<file path="config.mk">
export PLATFORM = sky130hd
export DESIGN_NAME = mux4_rr_arbiter
export DESIGN_NICKNAME = d
export VERILOG_FILES = /design/src/rtl/mux4_rr_arbiter_pkg.sv /design/src/rtl/mux4_rr_arbiter_mux4_to_1.sv /design/src/rtl/mux4_rr_arbiter.sv
export SDC_FILE = /design/constraint.sdc
export NUM_CORES = 1
export LEC_CHECK = 0
export BUFFER_PORTS_ARGS = -buffer_cell sky130_fd_sc_hd__buf_2
export CORE_ASPECT_RATIO = 0.7
export CORE_UTILIZATION = 45
export CTS_BUF_LIST = sky130_fd_sc_hd__clkbuf_4
export CTS_CLUSTER_SIZE = 20
export DETAILED_ROUTE_END_ITERATION = 10
export PLACE_DENSITY = 0.9
export SETUP_SLACK_MARGIN = 0.5
export SLEW_MARGIN = 20
export SYNTH_ARGS = -nofsm -noshare
export SYNTH_HDL_FRONTEND = slang
export SYNTH_SLANG_ARGS = --single-unit
</file>
<file path="constraint.sdc">
create_clock -name clock -period 2.08 [get_ports clock]
set_input_delay 0.416 -clock clock [delete_from_list [all_inputs] [get_ports clock]]
set_output_delay 0.416 -clock clock [all_outputs]
set_load 0.03 [all_outputs]
</file>
<file path="src/rtl/mux4_rr_arbiter_pkg.sv">
// mux4_rr_arbiter_pkg: shared state encoding and requester index constants
package mux4_rr_arbiter_pkg;
  typedef enum logic {ST_IDLE = 1'b0, ST_GRANT = 1'b1} state_e;
  localparam logic [1:0] REQ0 = 2'd0;
  localparam logic [1:0] REQ1 = 2'd1;
  localparam logic [1:0] REQ2 = 2'd2;
  localparam logic [1:0] REQ3 = 2'd3;
endpackage

</file>
<file path="src/rtl/mux4_rr_arbiter_mux4_to_1.sv">
// mux4_to_1: single-bit 4-to-1 multiplexer steered by s1/s0
module mux4_to_1 (
  input  logic i0,
  input  logic i1,
  input  logic i2,
  input  logic i3,
  input  logic s1,
  input  logic s0,
  output logic y
);
  assign y = s1 ? (s0 ? i3 : i2) : (s0 ? i1 : i0);
endmodule

</file>
<file path="src/rtl/mux4_rr_arbiter.sv">
// mux4_rr_arbiter: round-robin arbiter with hold limit driving a 4-to-1 mux datapath
module mux4_rr_arbiter
  import mux4_rr_arbiter_pkg::*;
#(
  parameter int DATA_W   = 8,
  parameter int MAX_HOLD = 4
) (
  input  logic              clock,
  input  logic              reset,
  input  logic [3:0]        req,
  input  logic [DATA_W-1:0] in0,
  input  logic [DATA_W-1:0] in1,
  input  logic [DATA_W-1:0] in2,
  input  logic [DATA_W-1:0] in3,
  input  logic              out_ready,
  output logic              out_valid,
  output logic [DATA_W-1:0] out_data,
  output logic [3:0]        grant,
  output logic              s1,
  output logic              s0,
  output logic              busy
);
  state_e     state_q, state_d;
  logic [3:0] grant_q, grant_d;
  logic [1:0] sel_q, sel_d;
  logic [3:0] hold_q, hold_d;
  logic [1:0] last_q, last_d;
  logic       beat, rel, any;
  logic [1:0] pick;

  // Search starts just after `from`; `from` itself is the last candidate.
  function automatic logic [1:0] rr_pick(input logic [3:0] r, input logic [1:0] from);
    logic [1:0] p;
    p = from;
    for (int k = 4; k >= 1; k--)
      if (r[2'(from + 2'(k))]) p = 2'(from + 2'(k));
    return p;
  endfunction

  assign busy      = state_q == ST_GRANT;
  assign out_valid = busy && req[sel_q];
  assign beat      = out_valid && out_ready;
  assign rel       = busy && (!req[sel_q] || (beat && hold_q == 4'(MAX_HOLD - 1)));
  assign any       = |req;
  assign pick      = rr_pick(req, busy ? sel_q : last_q);
  assign grant     = grant_q;
  assign s1        = sel_q[1];
  assign s0        = sel_q[0];

  // Next grant: arbitrate from idle or on release, otherwise count accepted beats.
  always_comb begin
    state_d = state_q;
    grant_d = grant_q;
    sel_d   = sel_q;
    hold_d  = hold_q;
    last_d  = rel ? sel_q : last_q;
    if ((!busy || rel) && any) begin
      state_d = ST_GRANT;
      grant_d = 4'b0001 << pick;
      sel_d   = pick;
      hold_d  = '0;
    end else if (rel) begin
      state_d = ST_IDLE;
      grant_d = '0;
      hold_d  = '0;
    end else if (beat) begin
      hold_d  = hold_q + 4'd1;
    end
  end

  // State registers; last starts at REQ3 so requester 0 wins first.
  always_ff @(posedge clock) begin
    if (reset) begin
      state_q <= ST_IDLE;
      grant_q <= '0;
      sel_q   <= REQ0;
      hold_q  <= '0;
      last_q  <= REQ3;
    end else begin
      state_q <= state_d;
      grant_q <= grant_d;
      sel_q   <= sel_d;
      hold_q  <= hold_d;
      last_q  <= last_d;
    end
  end

  for (genvar b = 0; b < DATA_W; b++) begin : g_mux
    mux4_to_1 u_mux (
      .i0(in0[b]),
      .i1(in1[b]),
      .i2(in2[b]),
      .i3(in3[b]),
      .s1(sel_q[1]),
      .s0(sel_q[0]),
      .y (out_data[b])
    );
  end
endmodule

</file>
==> impl_metrics.toml, run 1 <==
[status]
status = "complete, but fails checks"
violations = "design-rule violations"

[clock_network]
root_buffer = "clkbuf_4"
cts_hold_buf = 0
cts_buffers = 3
cts_tree = "yes"
clk_latency_ns = 0.29
clockBufferDepth = 2
path_clk_slew_ns = 0.09
clkSinkCount = 13
htreeDepth = 1

[drt]
drt_iter0_markers = 32
routed_wl_mm = 3.46
first_pass_iters = 9
avgViaCountPerCell = 5.86
post_drt_wl_per_cell_um = 18.5
drt_drc_violations_left = 12
num_vias = 1095
antenna_left = 0

[power]
vdd_ir_drop_max_mv = 0.617
power_leakage_nw = 0.727
total_power_mw = 1.26
p_per_area_nw_per_um2 = 769

[floorplanning]
core.rowCount = 13
die_w_um = 56.7
die_height_um = 40.3
dieArea_um2 = 2280
core_area_um2 = 1920
start_util = 0.491
io_pins = 55

[timing]
min_period_ns = 1.87
worst_pin_slew_ns = 0.546
period_share = 0.901
drv_slew = 0
rsz0062_at_grt = "true"
hold_viol = 0
finalClockSkew_ns = 0.0100
finalSetupViolCount = 0
setup_tns_ns = 0
fmax_mhz = 534
layout_setup_ws_ns = 0.207
slew_headroom = 0.633

[setup_path]
start_kind = "flop"
end_kind = "output pin"
crit_arrival_ns = 1.46
cp.required_ns = 1.66
crit_fanout = 7
cpMaxStageDelayCell = "mux4_2"
slowest_delay_ns = 0.52
worstSetupPathType = "flop to output pin"
path_cells = "buf_12, mux4_2, buf_6"

[synthesis]
syn_inst = 98
synth_top_area_cell = "dfxtp_1"
synthTopCellsByArea = "dfxtp_1 (28%), mux4_2 (19%), mux2i_1 (8.5%), buf_4 (6.4%), nand2_1 (2.8%)"
avgSynthCellArea_um2 = 9.61
ys_ff_latch = 13
netlist_area_um2 = 942
syn_nets = 138
ys_warn_count = 0
synth.top_cell.area_share = 0.276
yosysSeqAreaShare = 0.276
synthDistinctLibCells = 34

[final_layout]
layout_commonest_cell = "buf_2"
final_cell_mix = "buf_2 (45), buf_6 (17), buf_4 (11), dfxtp_1 (10), mux4_2 (8)"
register_area_um2 = 272
fin_nets = 206
final_cells = 187
layout-drive-gt1-share = 0.703
n_antenna_cell = 0
multiInputGateArea_um2 = 749
synthToLayoutAreaGrowth_pct = 73.4
nFillCells = 99

[global_route]
antenna_found_initial = 0
grt_first_pass_wirelength_mm = 4.39
grt_max_degree = 17
gr-total-overflow = 0
track_usage = 0.276
grt_pass1_vias = 986

[place]
pre_cts_slack_ns = 0.248
dpl.hpwl_mm = 1.83
placedCellCount = 162
gp_congestion = 0.774
io_buffers = 54

[min_path]
min_path_type = "flop to flop"

[job]
maxCapViolations = 0
[sequential cells by signal, indices dropped and copies added, names as in the netlist]
register  flops
grant         4
hold_q        4
last_q        2
sel_q         2
busy          1
[cells in the mapped netlist (all sizes together)]
| library cell | number |
|---|---|
| dfxtp | 13 |
| buf | 11 |
| mux2i | 8 |
| mux4 | 8 |
| nand2 | 7 |
| nor2 | 7 |
| inv | 5 |
| nand3 | 4 |
| nor3 | 4 |
| nand2b | 3 |
| xor2 | 3 |
| a211o | 2 |
| a21oi | 2 |
| o21ai | 2 |
| or4 | 2 |
| a211oi | 1 |
| a21o | 1 |
| a22o | 1 |
| a2bb2oi | 1 |
| a31o | 1 |
| and3 | 1 |
| clkbuf | 1 |
| ha | 1 |
| mux2 | 1 |
| nand3b | 1 |
| nor2b | 1 |
| nor4 | 1 |
| o221ai | 1 |
| o22ai | 1 |
| o32ai | 1 |
| or2 | 1 |
| or2b | 1 |
[per-stage QoR]
step | utilization | hold WS (ns) | area, µm²
2_1_floorplan | - | 0.435 | 1040
3_3_place_gp | 0.630 | 0.457 | 1210
3_5_place_dp | 0.630 | 0.464 | 1210
4_1_cts | 0.799 | 0.472 | 1530
5_1_grt | 0.851 | 0.505 | 1630
6_report | 0.851 | 0.481 | 1630
[critical path, delay by kind of cell, from the launching register on]
kind,cells,cell delay [ns]
buffers and inverters,2,0.29
flip-flops,1,0.37
multiplexers,1,0.52
[cell type report]
cell class,instances,share of cell area
multi-input combinational,68,0.459
timing repair buffer,75,0.330
sequential,13,0.166
tap,22,0.0168
clock buffer,3,0.0138
inverter,5,0.0115
clock inverter,1,0.00306
[routing by layer]
layer | wire length [µm] | up-vias | track usage
li1 | - | 492 | -
met1 | 1230 | 517 | 0.261
met2 | 1760 | 72 | 0.592
met3 | 299 | 14 | 0.0903
met4 | 162 | 0 | 0.0875
met5 | 0 | - | 0
[worst paths after layout]
kind	from	end	slack, ns	cells past startpoint
worst max-delay path	sel_q[0]$_SDFFE_PP0P_	out_data[1]	0.21	3
worst min-delay path	grant[2]$_SDFFE_PP0P_	grant[2]$_SDFFE_PP0P_	0.48	2
worst max register to register	sel_q[0]$_SDFFE_PP0P_	grant[0]$_SDFFE_PP0P_	0.25	7
worst min register to register	grant[2]$_SDFFE_PP0P_	grant[2]$_SDFFE_PP0P_	0.48	2
[logic make-up after synthesis]
logic type | Yosys count | synth area share
xor gates and xnor gates | 3 | 0.0279
and+or+nand+nor | 33 | 0.177
DFF | 13 | 0.276
AOI/OAI and AO/OA | 14 | 0.116
adders and majority gates | 1 | 0.0133
buffers and inverters | 17 | 0.102
muxes | 17 | 0.288
[timing repair]
item	CTS	global route
setup buffers	17	4
setup endpoints to repair	19	19
gates resized for setup	37	17
pin swaps	5	6
[power breakdown]
part | total [mW] | leakage [nW] | internal (mW) | switching (mW)
combinational | 0.788 | 0.602 | 0.402 | 0.386
sequential | 0.310 | 0.108 | 0.277 | 0.0328
clock | 0.158 | 0.0177 | 0.0715 | 0.0868
(Power assumes the default switching activity.)
==> run 2, diff against run 1 <==
--- a/config.mk
+++ b/config.mk
@@ -12,7 +12,8 @@
 export CTS_CLUSTER_SIZE = 20
 export DETAILED_ROUTE_END_ITERATION = 10
 export PLACE_DENSITY = 0.9
-export SETUP_SLACK_MARGIN = 0.5
+export SETUP_SLACK_MARGIN = 0.02
+export SKIP_LAST_GASP = 1
 export SLEW_MARGIN = 20
 export SYNTH_ARGS = -nofsm -noshare
 export SYNTH_HDL_FRONTEND = slang
==> run 2 against run 1 <==
Compared with the run above: critical endpoint is now out_data[0]; largest cell class unchanged; highest routed layer is now met3; combinational power is 39% lower; non-clock buffer count down 17; wire length decreased by 32%; the run still ends with design-rule violations left.
==> impl_metrics.toml, run 2 (synthesized netlist as in run 1, its figures left out) <==
[status]
status = "complete, but fails checks"
violations = "design-rule violations"

[timing]
fmax_mhz = 511
finalClockSkew_ns = 0.00298
period_share = 0.940
hold_viol = 0
setup_tns_ns = 0
finalSetupViolCount = 0
rsz0062_at_grt = "false"
drv_slew = 0
slew_headroom = 0.743
worst_pin_slew_ns = 0.386
min_period_ns = 1.96

[drt]
wl_met1_um = 909
wl_met3_um = 216
drt_iter0_markers = 46
routed_wl_mm = 2.36
post_drt_wl_per_cell_um = 13.9
num_vias = 929
avgViaCountPerCell = 5.46
antenna_left = 0
top_layer = "met3"
wl_met2_mm = 1.23
first_pass_iters = 7
drt_drc_violations_left = 14

[clock_network]
path_clk_slew_ns = 0.08
cts_tree = "yes"
clkSinkCount = 13
root_buffer = "clkbuf_4"
cts_repair_resize_count = 0
cts_hold_buf = 0
htreeDepth = 1
cts_setup_buffers = 0
cts_buffers = 3
clockBufferDepth = 2
clk_latency_ns = 0.28

[final_layout]
synthToLayoutAreaGrowth_pct = 31.9
final_cell_mix = "buf_2 (54), dfxtp_1 (10), mux4_2 (8), nand2_1 (7), nor2_1 (7)"
layout_commonest_cell = "buf_2"
layout-drive-gt1-share = 0.534
nFillCells = 171
fin_area_um2 = 1240
n_antenna_cell = 0
fin_nets = 189

[power]
power_leakage_nw = 0.586
p_per_area_nw_per_um2 = 772
vdd_ir_drop_max_mv = 0.423
total_power_uw = 959

[setup_path]
path_cells = "buf_4, mux4_2, buf_2"
crit_fanout = 6
end_kind = "output pin"
slowest_delay_ns = 0.50
start_kind = "flop"
r2r_cells = 5
crit_end = "out_data[0]"
rr_startpoint = "sel_q[1]$_SDFFE_PP0P_"
r2r_setup_slack_ns = 0.19
worstReg2RegEnd = "grant[0]$_SDFFE_PP0P_"
startpoint = "sel_q[0]$_SDFFE_PP0P_"
cp.required_ns = 1.66
cpMaxStageDelayCell = "mux4_2"
crit_arrival_ns = 1.54
worstSetupPathType = "flop to output pin"

[place]
io_buffers = 54
dpl_cell_area_um2 = 1190
gp_congestion = 0.837
dpl.hpwl_mm = 1.84

[floorplanning]
core_area_um2 = 1920
dieArea_um2 = 2280
die_height_um = 40.3
die_w_um = 56.7
start_util = 0.491
core.rowCount = 13
io_pins = 55

[global_route]
antenna_found_initial = 0
gr-total-overflow = 0
grt_max_degree = 17
grt_first_pass_wirelength_mm = 3.43
track_usage = 0.207
grt_pass1_vias = 769

[min_path]
hp-start = "req[0]"
min_path_type = "input pin to flop"

[job]
maxCapViolations = 0
==> run 2: cell type report <==
class / instances / area (µm²) / area share
multi-input combinational: 68 / 602 / 0.484
timing repair buffer: 58 / 300 / 0.242
sequential: 13 / 264 / 0.212
clock buffer: 4 / 30.0 / 0.0242
tap: 22 / 27.5 / 0.0222
inverter: 5 / 18.8 / 0.0151
==> run 2: critical path, delay by kind of cell (launching register included) <==
| kind | cells | cell delay, ns |
|---|---|---|
| multiplexers | 1 | 0.50 |
| buffers and inverters | 2 | 0.38 |
| flip-flops | 1 | 0.38 |
==> run 2: per-layer routing <==
metal,vias up,global-route usage
met5,-,0
met3,0,0.0548
li1,452,-
met2,47,0.417
met1,430,0.232
met4,0,0.0375
==> run 2: report_power, final <==
group,total (mW),internal (mW),switching (mW)
registers,0.307,0.276,0.0307
clock network,0.173,0.0875,0.0852
logic,0.479,0.207,0.272
==> run 2: worst min path at each step <==
stage	depth (start not counted)	slack [ns]	end
floorplan	1	0.43	last_q[0]$_SDFFE_PP1P_
global placement	2	0.46	grant[1]$_SDFFE_PP0P_
detailed placement	2	0.47	grant[1]$_SDFFE_PP0P_
CTS	3	0.41	busy$_SDFFE_PP0P_
global route	3	0.43	busy$_SDFFE_PP0P_
finish	3	0.42	busy$_SDFFE_PP0P_
==> run 2: metrics by stage <==
step | hold slack, ns | util | setup WS, ns | instances
2_1_floorplan | 0.435 | - | 0.0309 | 98
3_3_place_gp | 0.455 | 0.621 | 0.227 | 166
3_5_place_dp | 0.469 | 0.621 | 0.0361 | 166
4_1_cts | 0.413 | 0.637 | 0.0325 | 170
5_1_grt | 0.434 | 0.647 | 0.0425 | 170
6_report | 0.423 | 0.647 | 0.124 | 170
